--- config.mk ---
export PLATFORM = sky130hd
export DESIGN_NAME = clk_div_ctrl_flat
export DESIGN_NICKNAME = d
export VERILOG_FILES = /design/src/rtl/clk_div_ctrl_if.sv /design/src/rtl/clk_div_ctrl.sv /design/src/flat_wrapper.sv
export SDC_FILE = /design/constraint.sdc
export NUM_CORES = 1
export LEC_CHECK = 0
export ABC_AREA = 1
export CORE_ASPECT_RATIO = 0.5
export CORE_UTILIZATION = 40
export DETAILED_ROUTE_END_ITERATION = 10
export SETUP_SLACK_MARGIN = 0.2
export SYNTH_ARGS = -nofsm -noshare
export SYNTH_HDL_FRONTEND = slang
export SYNTH_SLANG_ARGS = --single-unit
--- constraint.sdc ---
create_clock -name clk -period 2.5 [get_ports clk]
set_input_delay 0.375 -clock clk [delete_from_list [all_inputs] [get_ports clk]]
set_output_delay 0.375 -clock clk [all_outputs]
set_load 0.03 [all_outputs]
--- src/rtl/clk_div_ctrl_if.sv ---
// Control/status bundle for the run-controlled clock divider.
// The master drives run control and ratio writes; the slave returns the divided outputs.
interface clk_div_ctrl_if #(
  parameter int W = 8
);
  logic         start;
  logic         stop;
  logic         cfg_we;
  logic [W-1:0] cfg_div;
  logic         f_out;
  logic         tick;
  logic         busy;
  logic         cfg_err;
  logic [W-1:0] cur_div;

  modport master (
    output start, stop, cfg_we, cfg_div,
    input  f_out, tick, busy, cfg_err, cur_div
  );

  modport slave (
    input  start, stop, cfg_we, cfg_div,
    output f_out, tick, busy, cfg_err, cur_div
  );
endinterface

--- src/rtl/clk_div_ctrl.sv ---
// Run-controlled divide-by-N clock generator with period-end strobe.
// Ratio changes are deferred to period boundaries so no period is ever truncated.
module clk_div_ctrl #(
  parameter int W           = 8,
  parameter int DEFAULT_DIV = 4
) (
  input logic          clk,
  input logic          nrst,
  clk_div_ctrl_if.slave bus
);

  if (DEFAULT_DIV < 2 ||
      longint'(DEFAULT_DIV) > ((64'd1 << W) - 64'd1))
  begin : g_bad_div
    $error("clk_div_ctrl: DEFAULT_DIV out of range");
  end

  typedef enum logic [1:0] {
    IDLE,
    RUN,
    STOPPING
  } state_t;

  localparam logic [W-1:0] ONE = W'(1);
  localparam logic [W-1:0] TWO = W'(2);

  state_t       state;
  logic [W-1:0] cnt;
  logic [W-1:0] cur_div;
  logic [W-1:0] pend_div;
  logic         pend_valid;
  logic         cfg_err;

  logic         busy;
  logic         wrap;
  logic         wr_ok;
  logic         go;
  logic [W-1:0] half;
  logic [W-1:0] last;

  assign busy  = (state != IDLE);
  assign half  = cur_div - (cur_div >> 1);
  assign last  = cur_div - ONE;
  assign wrap  = busy && (cnt == last);
  assign wr_ok = bus.cfg_we && (bus.cfg_div >= TWO);
  assign go    = bus.start && !bus.stop;

  assign bus.f_out   = busy && (cnt < half);
  assign bus.tick    = wrap;
  assign bus.busy    = busy;
  assign bus.cfg_err = cfg_err;
  assign bus.cur_div = cur_div;

  always_ff @(posedge clk or negedge nrst) begin
    if (!nrst) begin
      state      <= IDLE;
      cnt        <= '0;
      cur_div    <= W'(DEFAULT_DIV);
      pend_div   <= '0;
      pend_valid <= 1'b0;
      cfg_err    <= 1'b0;
    end else begin
      cfg_err <= bus.cfg_we && !wr_ok;

      unique case (state)
        IDLE: begin
          if (go) state <= RUN;
        end
        RUN: begin
          if (bus.stop) state <= STOPPING;
        end
        STOPPING: begin
          if (go)        state <= RUN;
          else if (wrap) state <= IDLE;
        end
        default: state <= IDLE;
      endcase

      cnt <= (!busy || wrap) ? '0 : cnt + ONE;

      // A write landing on the wrap edge takes effect at that wrap.
      if (wrap) begin
        if (wr_ok)           cur_div <= bus.cfg_div;
        else if (pend_valid) cur_div <= pend_div;
        pend_valid <= 1'b0;
      end else begin
        if (!busy && pend_valid) begin
          cur_div    <= pend_div;
          pend_valid <= 1'b0;
        end
        if (wr_ok) begin
          pend_div   <= bus.cfg_div;
          pend_valid <= 1'b1;
        end
      end
    end
  end

endmodule

--- src/flat_wrapper.sv ---
// flat-port wrapper written by rule: the top's interface ports become plain ports
module clk_div_ctrl_flat 
#(
  parameter int W           = 8,
  parameter int DEFAULT_DIV = 4
)
  (clk, nrst, bus_start, bus_stop, bus_cfg_we, bus_cfg_div, bus_f_out, bus_tick, bus_busy, bus_cfg_err, bus_cur_div);
  clk_div_ctrl_if #(.W(W)) bus_i ();
  input logic clk;
  input logic nrst;
  input wire logic [$bits(bus_i.start)-1:0] bus_start;
  input wire logic [$bits(bus_i.stop)-1:0] bus_stop;
  input wire logic [$bits(bus_i.cfg_we)-1:0] bus_cfg_we;
  input wire logic [$bits(bus_i.cfg_div)-1:0] bus_cfg_div;
  output wire logic [$bits(bus_i.f_out)-1:0] bus_f_out;
  output wire logic [$bits(bus_i.tick)-1:0] bus_tick;
  output wire logic [$bits(bus_i.busy)-1:0] bus_busy;
  output wire logic [$bits(bus_i.cfg_err)-1:0] bus_cfg_err;
  output wire logic [$bits(bus_i.cur_div)-1:0] bus_cur_div;
  assign bus_i.start = bus_start;
  assign bus_i.stop = bus_stop;
  assign bus_i.cfg_we = bus_cfg_we;
  assign bus_i.cfg_div = bus_cfg_div;
  assign bus_f_out = bus_i.f_out;
  assign bus_tick = bus_i.tick;
  assign bus_busy = bus_i.busy;
  assign bus_cfg_err = bus_i.cfg_err;
  assign bus_cur_div = bus_i.cur_div;
  clk_div_ctrl #(.W(W), .DEFAULT_DIV(DEFAULT_DIV)) u_core (.clk(clk), .nrst(nrst), .bus(bus_i));
endmodule
---- After elaboration in Yosys (flattened, before gate mapping) ----
Cells that the tools add are included.
word-level totals
  register bits ........................... 28
  latch bits .............................. 0
  memories kept ........................... 0
  logic and storage cells ................. 49
  output and inout bits ................... 12
  bits in read-only memories .............. 0
  bits in writable memories ............... 0
  input bits .............................. 13
cells by class
  shift-type cells ........................ 0
  $mul .................................... 0
  magnitude comparators ................... 2
  $add $sub $neg .......................... 3
  equality and inequality tests ........... 7
  reduce and logical (&&, ||, !) cells .... 17
  bitwise logic cells ..................... 1
  mux-type cells .......................... 13
  divide/modulo/power cells ............... 0
operators by type and width
  operator             count
  $mux 8               5
  $add 8x1->8 const B  1
  $eq 8x8->1           1
  $ge 8x2->1 const B   1
  $lt 8x8->1           1
  $mux 2               4
  $sub 8x1->8 const B  1
  $sub 8x7->8          1
  $logic_and 1x1->1    6
  $pmux 2 s3           1
  $reduce_and 2->1     2
  $reduce_bool 2->1    2
  $logic_not 1->1      3
  $mux 1               3
  $ne 3x1->1 const B   1
  $ne 3x2->1 const B   1
  $reduce_and 3->1     1
  $reduce_bool 3->1    1
  $eq 2x1->1 const B   1
  $eq 2x2->1 const B   1
  $logic_not 2->1      1
  $ne 2x1->1 const B   1
  $ne 2x2->1 const B   1
  $logic_or 1x1->1     1
  $not 1->1            1

---- Logic depth before layout (Yosys ltp) ----
  depth in word-level cells ............... 6
  depth in mapped cells ................... 16
  gate-level depth less buffers ........... 15

---- Worst setup path before layout ----
Ideal clock, no wire load.
  kind .................................... reg-to-output
  start ................................... register u_core.cur_div[2] (netlist: u_core.bus.cur_div[2])
  end ..................................... output bus_f_out
  cell stages (with the launch flop) ...... 11
  data required time ...................... 2,125 ps
  buffers on the path ..................... 0
  arrival time ............................ 2,825 ps
  slack ................................... -700 ps
  cells stage by stage .................... dfstp_2 -> inv_1 -> ha_1 -> o31ai_1 -> a21oi_1 -> o21ai_0 -> xor2_1 -> ha_1 -> a21oi_1 -> nand2_1 -> a31oi_1
between the ends
  longest elaborated chain between the ends .. 3
ends and longest elaborated chain
  element                   line                source
  start: declaration        clk_div_ctrl.sv:29  logic [W-1:0] cur_div;
  start signal: assignment  clk_div_ctrl.sv:58  cur_div <= W'(DEFAULT_DIV);
  start signal: assignment  clk_div_ctrl.sv:83  if (wr_ok) cur_div <= bus.cfg_div;
  start signal: assignment  clk_div_ctrl.sv:84  else if (pend_valid) cur_div <= pend_div;
  $sub 8x7->8               clk_div_ctrl.sv:42  assign half = cur_div - (cur_div >> 1);
  $lt 8x8->1                clk_div_ctrl.sv:48  assign bus.f_out = busy && (cnt < half);
  $logic_and 1x1->1         clk_div_ctrl.sv:48
  end: declaration          flat_wrapper.sv:15  output wire logic [$bits(bus_i.f_out)-1:0] bus_f_out;
Every way passes these cells.

---- Worst setup path after layout ----
Ends and elaborated chain as after synthesis.

==> reports/results.txt <==
# H-tree levels: 1
CP Max Fanout: 4
highest-count cells in the layout ignoring fill and taps: nand2_1 (117), inv_1 (36), buf_4 (33)
Synth Flop Type: dfrtp_1
Power Density: 1320 nW/um^2
register area share after synthesis: 30.1%
area leader, netlist: dfrtp_1
P_leak: 1.63 nW
final WL: 5980 um
GRT Util Overall: 20.8%
post-synthesis cell type count: 31
CTS clk-pin slew, worst paths: 70 ps
Initial Util: 42.1%
asr flop ratio synth: 100%
share of layout cells above drive strength 1: 20.1%
diode count: 0
Mapped Area: 2330 sq um
YS warnings: 0
io pins: 25
Syn Inst Count: 326
Clock Skew: 2.55 ps
drt initial violations: 102
Clock Latency Late Sink: 260 ps
# clock sinks: 28
vias in the first global route: 2140
Clock Path Buffers: 2
Placeable Area: 5540 sq um
# Max-Cap Violations: 0
first-pass iteration count of the detailed router: 4
final setup fails: 1
Critical Path RT: 2120 ps
failing checks: negative setup slack
Final Hold Vio Count: 0
fin crit share: 121%
overall power: 4.07 mW
first-pass GRT wire length: 9980 um
element type at the critical path start: register
WS Path Type: reg -> out
Antenna Nets Post-Route: 0
clk root buf: clkbuf_16
wire length per cell: 13.1 um
status: finished, violations left
Yosys top cell area share: 29.0%
crit path DAT: 2660 ps
vias: 2260
area growth from synthesis to layout: 31.8%
commonest non-fill, non-tap cell in the layout: nand2_1
pin count of the biggest net entering global routing: 29
Design Area, Final: 3080 sq um
Final min period: 3040 ps
Mean Syn Cell Area: 7.16 sq um
port bufs: 24
CTS tree: done
Die Ht: 56.0 um
pre-CTS setup slack: -276 ps
DR DRC count: 0
CP endpoint kind: primary output
relative slew slack: 73.6%
# rows: 19
RSZ-0062 raised after global routing: true
Net Count, Synth: 363
Post-synth EDFFs: 0
initial antenna violation count: 0
die width: 110 um
gr ovfl total: 0
CTS Buf Count: 3
Hold Crit Class: in -> async
max frequency: 329 MHz
DR vias/cell: 4.95
gp weighted congestion: 0.826
NumNets Final: 422
Yosys reg bits: 28
slew of the pin with the lowest slew margin: 394 ps
worst ir drop on vdd: 0.000762 V
Synth area leaders: dfrtp_1 (29%), nand2_1 (19%), ha_1 (12%)
DIE AREA: 6160 sq um
slack of the critical path: -537 ps
hpwl dp: 4510 um
max-slew violation count: 0
dpl cell area: 2890 sq um
==> flip-flops by register name, indices dropped and copies added (netlist names) <==
| name | cells |
|---|---|
| u_core.bus.cfg_err | 1 |
| u_core.pend_valid | 1 |
| u_core.state | 2 |
| u_core.cnt | 8 |
| u_core.pend_div | 8 |
| u_core.bus.cur_div | 8 |
==> metrics by stage <==
stage | utilization (%) | setup TNS [ps] | hold WS, ps | instances
after global routing | 55.5 | -632 | 530 | 457
final | 55.5 | -537 | 494 | 457
after global placement | 52.2 | -242 | 480 | 448
after floorplan | - | -314 | 79.4 | 326
after detailed placement | 52.2 | -276 | 491 | 448
after CTS | 54.3 | -537 | 502 | 452
==> power by group <==
group          total (mW)  internal (mW)  switching [mW]
logic                3.02           1.31            1.71
registers           0.655          0.561          0.0936
clock network       0.396          0.245           0.151
==> cells by family (layout without fill, tap and decap cells) <==
| group | count (synthesis) | count (layout) | share of synthesized area (%) |
|---|---|---|---|
| flip-flops | 28 | 28 | 30.1 |
| XOR/XNOR | 9 | 9 | 3.38 |
| adder cells (fa/ha/maj) | 24 | 24 | 13.2 |
| AND/OR/NAND/NOR | 189 | 190 | 37.7 |
| buffers and inverters | 47 | 104 | 8.53 |
| AO/OA/AOI/OAI | 29 | 29 | 7.08 |
==> final cells by class <==
cell class | instances | area, sq um
timing repair buffer | 57 | 490
inverter | 43 | 166
clock buffer | 4 | 88.8
sequential | 28 | 703
fill | 534 | 2460
tap | 73 | 91.3
multi-input combinational | 252 | 1540
==> cells in the mapped netlist, drive strengths merged, types with 3 or more instances <==
| cell type | number |
|---|---|
| a21oi | 13 |
| buf | 3 |
| dfrtp | 27 |
| ha | 23 |
| inv | 43 |
| nand2 | 127 |
| nand3 | 28 |
| nand4 | 10 |
| nor2 | 14 |
| nor3 | 6 |
| o21ai | 12 |
| xor2 | 8 |
==> critical path, cell delays in order (launching register included) <==
cell and delay [ps]:
dfstp_2 550, inv_4 50, ha_4 300, inv_4 40, a21oi_4 160, o31ai_4 110
a21oi_2 120, o21ai_1 80, xor2_1 150, ha_1 310, a21oi_2 140, nand2_2 80
a31oi_4 150, buf_6 150
==> metal layers <==
layer	vias up	share of wire, %	track usage [%]
met5	-	0	0
met4	0	0.35	2.29
met3	2	3.5	2.11
met2	40	45	33.7
met1	1052	51	30.8
li1	1166	-	-
==> what timing repair did <==
item                                    4_1_cts  5_1_grt
pin swaps                                     3        5
resized for setup                             8       10
cloned                                        0        1
hold buffers                                  0        0
buffers inserted                              0        4
endpoints found under the setup margin        2       16
==> final timing paths <==
path	from	end	slack, ps	cells after the start
max	u_core.bus.cur_div[2]	bus_f_out	-540	13
min	nrst	u_core.pend_div[1]	490	2
max reg2reg	u_core.bus.cur_div[2]	u_core.pend_div[3]	360	11
min reg2reg	u_core.pend_div[0]	u_core.pend_div[0]	510	2
max in group asynchronous	nrst	u_core.bus.cur_div[2]	1690	2
min in group clk	u_core.pend_div[0]	u_core.pend_div[0]	510	2
(Power assumes the default switching activity.)
